**src/rtl/multicycle_ctrl_pkg.sv**
```systemverilog
// rtl/multicycle_ctrl_pkg.sv - shared encodings for the multicycle RV32I control FSM
// Purpose: state encoding, ALU opcodes, RV32I opcodes, immediate and mux selects.
// Ports: none (package).
package multicycle_ctrl_pkg;

  typedef enum logic [3:0] {
    S_FETCH    = 4'd0,
    S_DECODE   = 4'd1,
    S_MEMADR   = 4'd2,
    S_MEMREAD  = 4'd3,
    S_MEMWB    = 4'd4,
    S_MEMWRITE = 4'd5,
    S_EXECR    = 4'd6,
    S_EXECI    = 4'd7,
    S_EXECU    = 4'd8,
    S_JALRADR  = 4'd9,
    S_JAL      = 4'd10,
    S_BRANCH   = 4'd11,
    S_ALUWB    = 4'd12
  } state_e;

  // Which decode table the ALU decoder applies in the current state.
  typedef enum logic [1:0] {
    OPC_ADD    = 2'd0,
    OPC_RTYPE  = 2'd1,
    OPC_ITYPE  = 2'd2,
    OPC_BRANCH = 2'd3
  } alu_op_class_e;

  localparam logic [3:0] ALU_ADD  = 4'b0000;
  localparam logic [3:0] ALU_SUB  = 4'b0001;
  localparam logic [3:0] ALU_AND  = 4'b0010;
  localparam logic [3:0] ALU_OR   = 4'b0011;
  localparam logic [3:0] ALU_SLL  = 4'b0100;
  localparam logic [3:0] ALU_SLT  = 4'b0101;
  localparam logic [3:0] ALU_SLTU = 4'b0110;
  localparam logic [3:0] ALU_XOR  = 4'b0111;
  localparam logic [3:0] ALU_SRL  = 4'b1000;
  localparam logic [3:0] ALU_SRA  = 4'b1001;

  localparam logic [6:0] OP_LW     = 7'b0000011;
  localparam logic [6:0] OP_SW     = 7'b0100011;
  localparam logic [6:0] OP_R      = 7'b0110011;
  localparam logic [6:0] OP_I      = 7'b0010011;
  localparam logic [6:0] OP_JAL    = 7'b1101111;
  localparam logic [6:0] OP_JALR   = 7'b1100111;
  localparam logic [6:0] OP_BRANCH = 7'b1100011;
  localparam logic [6:0] OP_LUI    = 7'b0110111;
  localparam logic [6:0] OP_AUIPC  = 7'b0010111;

  localparam logic [2:0] IMM_I = 3'b000;
  localparam logic [2:0] IMM_S = 3'b001;
  localparam logic [2:0] IMM_B = 3'b010;
  localparam logic [2:0] IMM_J = 3'b011;
  localparam logic [2:0] IMM_U = 3'b100;

  localparam logic       ADR_PC     = 1'b0;
  localparam logic       ADR_RESULT = 1'b1;

  localparam logic [1:0] SRCA_PC    = 2'b00;
  localparam logic [1:0] SRCA_OLDPC = 2'b01;
  localparam logic [1:0] SRCA_RS1   = 2'b10;
  localparam logic [1:0] SRCA_ZERO  = 2'b11;

  localparam logic [1:0] SRCB_RS2   = 2'b00;
  localparam logic [1:0] SRCB_IMM   = 2'b01;
  localparam logic [1:0] SRCB_FOUR  = 2'b10;

  localparam logic [1:0] RES_ALUOUT = 2'b00;
  localparam logic [1:0] RES_DATA   = 2'b01;
  localparam logic [1:0] RES_ALU    = 2'b10;

  // Immediate format is a pure function of the opcode, independent of state.
  function automatic logic [2:0] imm_src_for(input logic [6:0] opcode);
    case (opcode)
      OP_SW:            imm_src_for = IMM_S;
      OP_BRANCH:        imm_src_for = IMM_B;
      OP_JAL:           imm_src_for = IMM_J;
      OP_LUI, OP_AUIPC: imm_src_for = IMM_U;
      default:          imm_src_for = IMM_I;
    endcase
  endfunction

endpackage

```
**src/rtl/multicycle_ctrl_if.sv**
```systemverilog
// rtl/multicycle_ctrl_if.sv - controller-to-datapath bundle for the multicycle core
// Purpose: groups the IR fields, status flags and all control outputs.
// Ports: master = controller (drives enables/selects/alu_ctrl), slave = datapath.
interface multicycle_ctrl_if;
  logic [6:0] opcode;
  logic [2:0] funct3;
  logic       funct7b5;
  logic       zero;
  logic       mem_ready;

  logic       pc_write;
  logic       ir_write;
  logic       mem_write;
  logic       reg_write;
  logic       adr_src;
  logic [1:0] alu_src_a;
  logic [1:0] alu_src_b;
  logic [1:0] result_src;
  logic [2:0] imm_src;
  logic [3:0] alu_ctrl;
  logic       illegal_op;

  modport master (
    input  opcode, funct3, funct7b5, zero, mem_ready,
    output pc_write, ir_write, mem_write, reg_write, adr_src,
           alu_src_a, alu_src_b, result_src, imm_src, alu_ctrl, illegal_op
  );

  modport slave (
    output opcode, funct3, funct7b5, zero, mem_ready,
    input  pc_write, ir_write, mem_write, reg_write, adr_src,
           alu_src_a, alu_src_b, result_src, imm_src, alu_ctrl, illegal_op
  );
endinterface

```
**src/rtl/multicycle_ctrl_alu_decoder.sv**
```systemverilog
// rtl/multicycle_ctrl_alu_decoder.sv - maps op class, funct3, funct7b5 to alu_ctrl
// Purpose: combinational ALU opcode decode.
// Ports: op_class_i, funct3_i, funct7b5_i in; alu_ctrl_o out (4-bit ALU opcode).
module multicycle_ctrl_alu_decoder
  import multicycle_ctrl_pkg::*;
(
  input  alu_op_class_e op_class_i,
  input  logic [2:0]    funct3_i,
  input  logic          funct7b5_i,
  output logic [3:0]    alu_ctrl_o
);

  always_comb begin
    alu_ctrl_o = ALU_ADD;
    case (op_class_i)
      OPC_BRANCH: begin
        // beq/bne compare by subtraction; signed/unsigned pairs use SLT/SLTU.
        case (funct3_i[2:1])
          2'b10:   alu_ctrl_o = ALU_SLT;
          2'b11:   alu_ctrl_o = ALU_SLTU;
          default: alu_ctrl_o = ALU_SUB;
        endcase
      end
      OPC_RTYPE, OPC_ITYPE: begin
        case (funct3_i)
          // funct7b5 on an I-type add is immediate bits, not a SUB request.
          3'b000:  alu_ctrl_o = (op_class_i == OPC_RTYPE && funct7b5_i) ? ALU_SUB : ALU_ADD;
          3'b001:  alu_ctrl_o = ALU_SLL;
          3'b010:  alu_ctrl_o = ALU_SLT;
          3'b011:  alu_ctrl_o = ALU_SLTU;
          3'b100:  alu_ctrl_o = ALU_XOR;
          3'b101:  alu_ctrl_o = funct7b5_i ? ALU_SRA : ALU_SRL;
          3'b110:  alu_ctrl_o = ALU_OR;
          default: alu_ctrl_o = ALU_AND;
        endcase
      end
      default: alu_ctrl_o = ALU_ADD;
    endcase
  end

endmodule

```
**src/rtl/multicycle_ctrl.sv**
```systemverilog
// rtl/multicycle_ctrl.sv - control FSM for the multicycle RV32I datapath
// Purpose: sequences fetch/decode/execute/memory/writeback and drives datapath controls.
// Ports: clk (rising edge), reset (async, active-low), ctrl (multicycle_ctrl_if.master):
//        IR fields, zero and mem_ready in; write enables, mux selects, imm_src,
//        alu_ctrl and illegal_op out.
module multicycle_ctrl
  import multicycle_ctrl_pkg::*;
(
  input  logic                clk,
  input  logic                reset,
  multicycle_ctrl_if.master   ctrl
);

  state_e        state_q;
  state_e        state_d;
  alu_op_class_e op_class_c;

  logic       pc_write_c;
  logic       ir_write_c;
  logic       mem_write_c;
  logic       reg_write_c;
  logic       illegal_c;
  logic       adr_src_c;
  logic [1:0] src_a_c;
  logic [1:0] src_b_c;
  logic [1:0] result_c;
  logic       branch_taken_c;

  always_ff @(posedge clk or negedge reset) begin
    if (!reset) begin
      state_q <= S_FETCH;
    end else begin
      state_q <= state_d;
    end
  end

  // zero reflects the compare op chosen for the branch; SLT/SLTU give 1 when
  // less-than, so zero=0 means "less" and zero=1 means "greater or equal".
  always_comb begin
    branch_taken_c = 1'b0;
    case (ctrl.funct3)
      3'b000:         branch_taken_c = ctrl.zero;
      3'b001:         branch_taken_c = ~ctrl.zero;
      3'b100, 3'b110: branch_taken_c = ~ctrl.zero;
      3'b101, 3'b111: branch_taken_c = ctrl.zero;
      default:        branch_taken_c = 1'b0;
    endcase
  end

  always_comb begin
    state_d     = state_q;
    pc_write_c  = 1'b0;
    ir_write_c  = 1'b0;
    mem_write_c = 1'b0;
    reg_write_c = 1'b0;
    illegal_c   = 1'b0;
    adr_src_c   = ADR_PC;
    src_a_c     = SRCA_PC;
    src_b_c     = SRCB_RS2;
    result_c    = RES_ALUOUT;
    op_class_c  = OPC_ADD;

    case (state_q)
      S_FETCH: begin
        src_b_c  = SRCB_FOUR;
        result_c = RES_ALU;
        if (ctrl.mem_ready) begin
          ir_write_c = 1'b1;
          pc_write_c = 1'b1;
          state_d    = S_DECODE;
        end
      end
      S_DECODE: begin
        // Old PC + imm lands in ALU-out for a later branch/jal target.
        src_a_c = SRCA_OLDPC;
        src_b_c = SRCB_IMM;
        case (ctrl.opcode)
          OP_LW, OP_SW:     state_d = S_MEMADR;
          OP_R:             state_d = S_EXECR;
          OP_I:             state_d = S_EXECI;
          OP_LUI, OP_AUIPC: state_d = S_EXECU;
          OP_JAL:           state_d = S_JAL;
          OP_JALR:          state_d = S_JALRADR;
          OP_BRANCH:        state_d = S_BRANCH;
          default: begin
            illegal_c = 1'b1;
            state_d   = S_FETCH;
          end
        endcase
      end
      S_MEMADR: begin
        src_a_c = SRCA_RS1;
        src_b_c = SRCB_IMM;
        state_d = (ctrl.opcode == OP_LW) ? S_MEMREAD : S_MEMWRITE;
      end
      S_MEMREAD: begin
        adr_src_c = ADR_RESULT;
        if (ctrl.mem_ready) begin
          state_d = S_MEMWB;
        end
      end
      S_MEMWB: begin
        result_c    = RES_DATA;
        reg_write_c = 1'b1;
        state_d     = S_FETCH;
      end
      S_MEMWRITE: begin
        adr_src_c   = ADR_RESULT;
        mem_write_c = 1'b1;
        if (ctrl.mem_ready) begin
          state_d = S_FETCH;
        end
      end
      S_EXECR: begin
        src_a_c    = SRCA_RS1;
        src_b_c    = SRCB_RS2;
        op_class_c = OPC_RTYPE;
        state_d    = S_ALUWB;
      end
      S_EXECI: begin
        src_a_c    = SRCA_RS1;
        src_b_c    = SRCB_IMM;
        op_class_c = OPC_ITYPE;
        state_d    = S_ALUWB;
      end
      S_EXECU: begin
        src_a_c = (ctrl.opcode == OP_LUI) ? SRCA_ZERO : SRCA_OLDPC;
        src_b_c = SRCB_IMM;
        state_d = S_ALUWB;
      end
      S_JALRADR: begin
        // rs1 + imm replaces the DECODE-time target in ALU-out.
        src_a_c = SRCA_RS1;
        src_b_c = SRCB_IMM;
        state_d = S_JAL;
      end
      S_JAL: begin
        // PC <- target from ALU-out while the ALU forms the link value old PC + 4.
        src_a_c    = SRCA_OLDPC;
        src_b_c    = SRCB_FOUR;
        result_c   = RES_ALUOUT;
        pc_write_c = 1'b1;
        state_d    = S_ALUWB;
      end
      S_ALUWB: begin
        result_c    = RES_ALUOUT;
        reg_write_c = 1'b1;
        state_d     = S_FETCH;
      end
      S_BRANCH: begin
        src_a_c    = SRCA_RS1;
        src_b_c    = SRCB_RS2;
        result_c   = RES_ALUOUT;
        op_class_c = OPC_BRANCH;
        pc_write_c = branch_taken_c;
        state_d    = S_FETCH;
      end
      default: begin
        state_d = S_FETCH;
      end
    endcase
  end

  multicycle_ctrl_alu_decoder u_alu_decoder (
    .op_class_i (op_class_c),
    .funct3_i   (ctrl.funct3),
    .funct7b5_i (ctrl.funct7b5),
    .alu_ctrl_o (ctrl.alu_ctrl)
  );

  // Any write during reset would corrupt architectural state, so gate them here.
  assign ctrl.pc_write   = pc_write_c & reset;
  assign ctrl.ir_write   = ir_write_c & reset;
  assign ctrl.mem_write  = mem_write_c & reset;
  assign ctrl.reg_write  = reg_write_c & reset;
  assign ctrl.illegal_op = illegal_c & reset;
  assign ctrl.adr_src    = adr_src_c;
  assign ctrl.alu_src_a  = src_a_c;
  assign ctrl.alu_src_b  = src_b_c;
  assign ctrl.result_src = result_c;
  assign ctrl.imm_src    = imm_src_for(ctrl.opcode);

endmodule

```
**src/flat_wrapper.sv**
```systemverilog
// flat-port wrapper written by rule: the top's interface ports become plain ports
module multicycle_ctrl_flat import multicycle_ctrl_pkg::*;
  (clk, reset, ctrl_opcode, ctrl_funct3, ctrl_funct7b5, ctrl_zero, ctrl_mem_ready, ctrl_pc_write, ctrl_ir_write, ctrl_mem_write, ctrl_reg_write, ctrl_adr_src, ctrl_alu_src_a, ctrl_alu_src_b, ctrl_result_src, ctrl_imm_src, ctrl_alu_ctrl, ctrl_illegal_op);
  multicycle_ctrl_if ctrl_i ();
  input  logic clk;
  input  logic reset;
  input wire logic [$bits(ctrl_i.opcode)-1:0] ctrl_opcode;
  input wire logic [$bits(ctrl_i.funct3)-1:0] ctrl_funct3;
  input wire logic [$bits(ctrl_i.funct7b5)-1:0] ctrl_funct7b5;
  input wire logic [$bits(ctrl_i.zero)-1:0] ctrl_zero;
  input wire logic [$bits(ctrl_i.mem_ready)-1:0] ctrl_mem_ready;
  output wire logic [$bits(ctrl_i.pc_write)-1:0] ctrl_pc_write;
  output wire logic [$bits(ctrl_i.ir_write)-1:0] ctrl_ir_write;
  output wire logic [$bits(ctrl_i.mem_write)-1:0] ctrl_mem_write;
  output wire logic [$bits(ctrl_i.reg_write)-1:0] ctrl_reg_write;
  output wire logic [$bits(ctrl_i.adr_src)-1:0] ctrl_adr_src;
  output wire logic [$bits(ctrl_i.alu_src_a)-1:0] ctrl_alu_src_a;
  output wire logic [$bits(ctrl_i.alu_src_b)-1:0] ctrl_alu_src_b;
  output wire logic [$bits(ctrl_i.result_src)-1:0] ctrl_result_src;
  output wire logic [$bits(ctrl_i.imm_src)-1:0] ctrl_imm_src;
  output wire logic [$bits(ctrl_i.alu_ctrl)-1:0] ctrl_alu_ctrl;
  output wire logic [$bits(ctrl_i.illegal_op)-1:0] ctrl_illegal_op;
  assign ctrl_i.opcode = ctrl_opcode;
  assign ctrl_i.funct3 = ctrl_funct3;
  assign ctrl_i.funct7b5 = ctrl_funct7b5;
  assign ctrl_i.zero = ctrl_zero;
  assign ctrl_i.mem_ready = ctrl_mem_ready;
  assign ctrl_pc_write = ctrl_i.pc_write;
  assign ctrl_ir_write = ctrl_i.ir_write;
  assign ctrl_mem_write = ctrl_i.mem_write;
  assign ctrl_reg_write = ctrl_i.reg_write;
  assign ctrl_adr_src = ctrl_i.adr_src;
  assign ctrl_alu_src_a = ctrl_i.alu_src_a;
  assign ctrl_alu_src_b = ctrl_i.alu_src_b;
  assign ctrl_result_src = ctrl_i.result_src;
  assign ctrl_imm_src = ctrl_i.imm_src;
  assign ctrl_alu_ctrl = ctrl_i.alu_ctrl;
  assign ctrl_illegal_op = ctrl_i.illegal_op;
  multicycle_ctrl u_core (.clk(clk), .reset(reset), .ctrl(ctrl_i));
endmodule
```
**config.mk**
```make
export PLATFORM = sky130hd
export DESIGN_NAME = multicycle_ctrl_flat
export DESIGN_NICKNAME = d
export VERILOG_FILES = /design/src/rtl/multicycle_ctrl_pkg.sv /design/src/rtl/multicycle_ctrl_if.sv /design/src/rtl/multicycle_ctrl_alu_decoder.sv /design/src/rtl/multicycle_ctrl.sv /design/src/flat_wrapper.sv
export SDC_FILE = /design/constraint.sdc
export NUM_CORES = 1
export LEC_CHECK = 0
export CORE_UTILIZATION = 38
export DETAILED_ROUTE_END_ITERATION = 10
export GPL_ROUTABILITY_DRIVEN = 0
export GPL_TIMING_DRIVEN = 0
export PLACE_DENSITY = 0.83
export SLEW_MARGIN = 20
export SYNTH_ARGS = -nofsm -noshare
export SYNTH_HDL_FRONTEND = slang
export SYNTH_SLANG_ARGS = --single-unit
```
**constraint.sdc**
```tcl
create_clock -name clk -period 4.3 [get_ports clk]
set_input_delay 0.43 -clock clk [delete_from_list [all_inputs] [get_ports clk]]
set_output_delay 0.43 -clock clk [all_outputs]
set_load 0.1 [all_outputs]
```
== After elaboration in Yosys (flattened, before gate mapping) ==
Cells that the tools add are included.

* Eq/ne operators: 36
* Reduce and logical (&&, ||, !) cells: 17
* Bitwise logic cells: 6
* Multiplexer cells: 26

{| class="wikitable"
|+ Operators by type and width
! kind !! count
|-
| $pmux W4 S7 || 3
|-
| $eq A7 B6 Y1 const B || 3
|-
| $eq A7 B7 Y1 const B || 3
|-
| $eq A4 B4 Y1 const B || 5
|-
| $eq A4 B3 Y1 const B || 4
|-
| $eq A7 B5 Y1 const B || 2
|-
| $reduce_or A2 Y1 || 7
|-
| $eq A3 B3 Y1 const B || 4
|-
| $mux W4 || 3
|-
| $pmux W2 S3 || 2
|-
| $pmux W3 S4 || 1
|-
| $reduce_or A5 Y1 || 2
|-
| $mux W1 || 9
|-
| $reduce_or A9 Y1 || 1
|-
| $eq A2 B2 Y1 const B || 4
|-
| $eq A4 B2 Y1 const B || 2
|-
| $pmux W2 S2 || 2
|-
| $pmux W4 S2 || 1
|-
| $eq A7 B2 Y1 const B || 1
|-
| $eq A3 B2 Y1 const B || 2
|-
| $ne A2 B2 Y1 const B || 3
|-
| $pmux W3 S2 || 1
|-
| $reduce_or A3 Y1 || 2
|-
| $and A1 B1 Y1 || 5
|-
| 13 further kinds || 13
|}

* Word-level logic and storage cells: 86
* Output and inout bits: 19
* Bits in registers: 4
* Input bits: 15

== Depth between registers and ports, before layout ==
* Depth after elaboration: 7
* Gate-level depth with buffers: 10
* Mapped depth without buffers: 9

== Modules after synthesis ==
From an unflattened synthesis, not the netlist that was laid out.

* Cell total of the unflattened synthesis: 119
* Area, all modules: 799.5 um^2

{| class="wikitable"
|+ Modules (own cells, without submodules)
! module !! cells each !! times used !! sequential area each (um^2) !! area each (um^2)
|-
| multicycle_ctrl || 97 || 1 || 100.1 || 643.1
|-
| multicycle_ctrl_alu_decoder || 22 || 1 || 0.0 || 156.4
|}

== Worst setup path before layout ==
OpenSTA, ideal clock, no wires.

* Path kind: reg2out
* Start: register u_core.state_q[0]
* End: output port ctrl_alu_ctrl[3]
* Data required time: 3.870 ns
* Slack: -0.337 ns
* Buffers on the path: 1
* Cell stages (with the launch flop): 8
* Arrival time: 4.207 ns
* Cells stage by stage: dfrtp_1 -> buf_2 -> nand2_1 -> o21ai_1 -> and2_1 -> ha_1 -> nand2b_1 -> nor4_1

* Cells in the longest elaborated chain, start to end: 5
* Elaborated cells on any way between the ends: 9
* Those cells by class: eq/ne (6); mux (2); reduce/logical (1)

{| class="wikitable"
|+ RTL lines
! element !! RTL line !! text
|-
| start, declared || multicycle_ctrl.sv:14 || <nowiki>state_e state_q;</nowiki>
|-
| start signal, assigned || multicycle_ctrl.sv:33 || <nowiki>state_q <= state_d;</nowiki>
|-
| $eq A4 B4 Y1 / $eq A4 B3 Y1 (equally long branches) || multicycle_ctrl.sv:63 || <nowiki>case (state_q)</nowiki>
|-
| $pmux W2 S3 (*) || multicycle_ctrl.sv:63 ||
|-
| $eq A2 B1 Y1 / $eq A2 B2 Y1 (equally long branches) || multicycle_ctrl_alu_decoder.sv:15 || <nowiki>case (op_class_i)</nowiki>
|-
| $reduce_or A2 Y1 || multicycle_ctrl_alu_decoder.sv:15 ||
|-
| $pmux W4 S2 (*) || multicycle_ctrl_alu_decoder.sv:15 ||
|-
| end, declared || flat_wrapper.sv:21 || <nowiki>output wire logic [$bits(ctrl_i.alu_ctrl)-1:0] ctrl_alu_ctrl;</nowiki>
|}

Every way passes the cells marked *; elsewhere a longest branch is shown, timed or not.

== Worst setup path after layout ==
* Start: register u_core.state_q[0]
* End: output port ctrl_alu_ctrl[0]

* Cells in the longest elaborated chain, start to end: 7
* Elaborated cells on any way between the ends: 12
* Those cells by class: eq/ne (6); mux (4); reduce/logical (2)

{| class="wikitable"
|+ RTL lines
! element !! RTL line !! text
|-
| $eq A4 B4 Y1 / $eq A4 B3 Y1 (equally long branches) || multicycle_ctrl.sv:63 ||
|-
| $pmux W2 S3 (*) || multicycle_ctrl.sv:63 ||
|-
| $eq A2 B1 Y1 || multicycle_ctrl_alu_decoder.sv:15, multicycle_ctrl_alu_decoder.sv:27 ||
|-
| $logic_and A1 B1 Y1 || multicycle_ctrl_alu_decoder.sv:27 || <nowiki>3'b000: alu_ctrl_o = (op_class_i == OPC_RTYPE && funct7b5_i) ? ALU_SUB : ALU_ADD;</nowiki>
|-
| $mux W1 || multicycle_ctrl_alu_decoder.sv:27 ||
|-
| $pmux W4 S7 || multicycle_ctrl_alu_decoder.sv:25 || <nowiki>case (funct3_i)</nowiki>
|-
| $pmux W4 S2 (*) || multicycle_ctrl_alu_decoder.sv:15 ||
|}

Marks and branches as above.

==> results_dict.tcl <==
set metrics [dict create \
    status "finished clean" \
    cp-end-kind "output pin" \
    hpwl_microns 1800 \
    rows 16 \
    ios 34 \
    yosysTopAreaCell "dfrtp_1" \
    critical_path.top_delay_family "buffers and inverters" \
    root_buffer "clkbuf_4" \
    cts_tree "yes" \
    largest_register "u_core.state_q" \
    slew_headroom_pct 34.1 \
    post-cts-setup-buffers 0 \
    leakagePower_nw 0.467 \
    cap_violations 0 \
    synthToLayoutAreaGrowth_pct 47.4 \
    fill_cells 193 \
    cp_cell_sequence "buf_2 -> nand2_1 -> o21ai_1 -> and2_1 -> ha_1 -> nand2b_1 -> nor2_1 -> o21ai_1 -> a21oi_1 -> clkdlybuf4s50_1" \
    dpl.cell_count 185 \
    gr-usage-met2_pct 42.7 \
    routed_wl_microns 2290 \
    drv_slew 0 \
    n_antenna_cell 0 \
    multiInputGateArea_sq_um 644 \
    grt_util_all_layers_pct 21.5 \
    core_sq_mm 0.00198 \
    antenna_found_initial 0 \
    largestRegisters "u_core.state_q x4" \
    vias 1044 \
    ys_types 39 \
    fin_skew_ns 0.000884 \
    fin_crit_sh_pct 85.6 \
    fin_crit_ns 3.68 \
    irDropWorstVdd_mv 0.461 \
    largest_register_ffs 4 \
    start_util_pct 40.7 \
    synth_flop_cell "dfrtp_1" \
    worst_pin_slew_ns 0.985 \
    async_reset_ff_share_pct 100 \
    ys_ff_latch 4 \
    cp_num_buf_inv 2 \
    hold_path.class "in -> async" \
    met1_usage_pct 21.6 \
    crit_slowest_cell "clkdlybuf4s50_1" \
    cts.clk_slew.worst_paths_ns 0.04 \
    ctsResizeCount 0 \
    post_layout_nonfiller_instances 188 \
    grt_pass1_vias 939 \
    cts_inserted_buffers 3 \
    cts_sinks 4 \
    grt_max_degree 11 \
    synthCells 126 \
    netlist.area_leader.share_pct 12.4 \
    yosysWarnings 0 \
    max_freq_mhz 272 \
    synth_edf_count 0 \
    worst_skew_pair.late_latency_ns 0.23 \
    fin_tns_setup_ns 0 \
    ant_nets 0 \
    clock_path_buffers 2 \
    setup_viol 0 \
    nets 181 \
    vias_per_cell 5.55 \
    drive_gt1_share_pct 8.70 \
    cts-htree-levels 1 \
    synth.top_cells.by_area "dfrtp_1, nor2_1, o21ai_1" \
    crit_fanout 10 \
    grt_pass1_wl_microns 3560 \
    drcViolationCount 0 \
    fp.dieH_microns 48.1 \
    critPathLaunchType "flip-flop" \
    required_ns 3.87 \
    max_stage_delay_ns 1.14 \
    totalPowerFinal_w 0.000892 \
    dr.pass1.iters 4 \
    cts_hold_buffers 0 \
    syn_nets 144 \
    ff_latch_area_sq_um 100 \
    use_met3_pct 5.66 \
    p_per_area_mw_per_mm2 750 \
    avgSynthCellArea_sq_um 6.40 \
    dr.first_iter.drc_count 21 \
    io_buffers 32 \
    post_drt_wl_per_cell_microns 12.2 \
    grt-busiest-layer "met2" \
    path_class "reg -> out" \
    rsz0062_at_grt "no" \
    die_width_microns 48.1 \
    ys_seq_area_share_pct 12.4 \
    gr-total-overflow 0 \
    crit_top_cell "o21ai_1" \
    hold_viol 0 \
    die_area_sq_mm 0.00231 \
    synth_area_sq_um 807 \
    crit_arrival_ns 3.25 \
]
-- cell usage in the layout (no fill, tap or decap), types with 3 or more instances in the layout --
master,n
a21oi_1,9
buf_2,4
clkbuf_4,3
clkdlybuf4s50_1,32
dfrtp_1,4
ha_1,3
inv_1,5
nand2_1,10
nand2b_1,6
nand3_1,5
nor2_1,19
nor3_1,7
o21ai_0,6
o21ai_1,10
or3_1,3
-- worst paths after layout --
kind                                   start                 to  slack, ns  depth (start not counted)
setup / recovery           u_core.state_q[0]   ctrl_alu_ctrl[0]       0.62                         10
hold / removal                         reset  u_core.state_q[2]       0.45                          1
setup reg to reg           u_core.state_q[0]  u_core.state_q[2]       2.94                          5
hold reg to reg            u_core.state_q[3]  u_core.state_q[0]       0.67                          2
max in group asynchronous              reset  u_core.state_q[0]       3.63                          1
min in group clk           u_core.state_q[3]  u_core.state_q[0]       0.67                          2
-- through the flow --
step	util [%]	hold slack [ns]	cell area, sq um	setup slack [ns]
after CTS	60.0	0.447	1190	0.613
after floorplan	-	0.134	813	0.263
final	60.0	0.450	1190	0.619
after global routing	60.0	0.470	1190	0.411
after global placement	58.9	0.652	1170	0.896
after detailed placement	58.9	0.650	1170	0.868
-- cells in the mapped netlist (all sizes together) (2+ instances only) --
master,n
nor2,20
o21ai,16
nand2,10
a21oi,9
nor3,7
buf,6
inv,6
nand2b,6
nand3,5
dfrtp,4
ha,3
nor4,3
or3,3
a211oi,2
a21o,2
a31oi,2
and2,2
and3,2
nor2b,2
xor2,2
-- metal layers --
| metal | vias to the layer above | wire length [microns] |
|---|---|---|
| li1 | 526 | - |
| met5 | - | 0 |
| met4 | 0 | 23 |
| met1 | 468 | 960 |
| met2 | 46 | 1150 |
| met3 | 4 | 155 |
-- where the power goes --
group | internal (W) | switching, W
registers | 0.0000521 | 0.0000174
logic | 0.000204 | 0.000573
clock network | 0.0000311 | 0.0000137
-- layout make-up --
cell class / instances / share of cell area, %
flip-flops and latches: 4 / 8.41
well taps: 27 / 2.84
clock buffers: 3 / 1.89
plain buffers: 7 / 3.89
multi-input cells: 109 / 54.2
repair buffers: 32 / 26.9
inverters: 6 / 1.89
-- kinds of logic after synthesis --
logic type,after synthesis,share of synthesized area [%]
AND/OR/NAND/NOR,67,44.3
flip-flops,4,12.4
buffers and inverters,13,8.53
AO/OA/AOI/OAI,35,25.6
multiplexers,1,1.24
adder cells (fa/ha/maj),3,4.65
XOR/XNOR,3,3.26
Power figures use the tool's default switching activity.
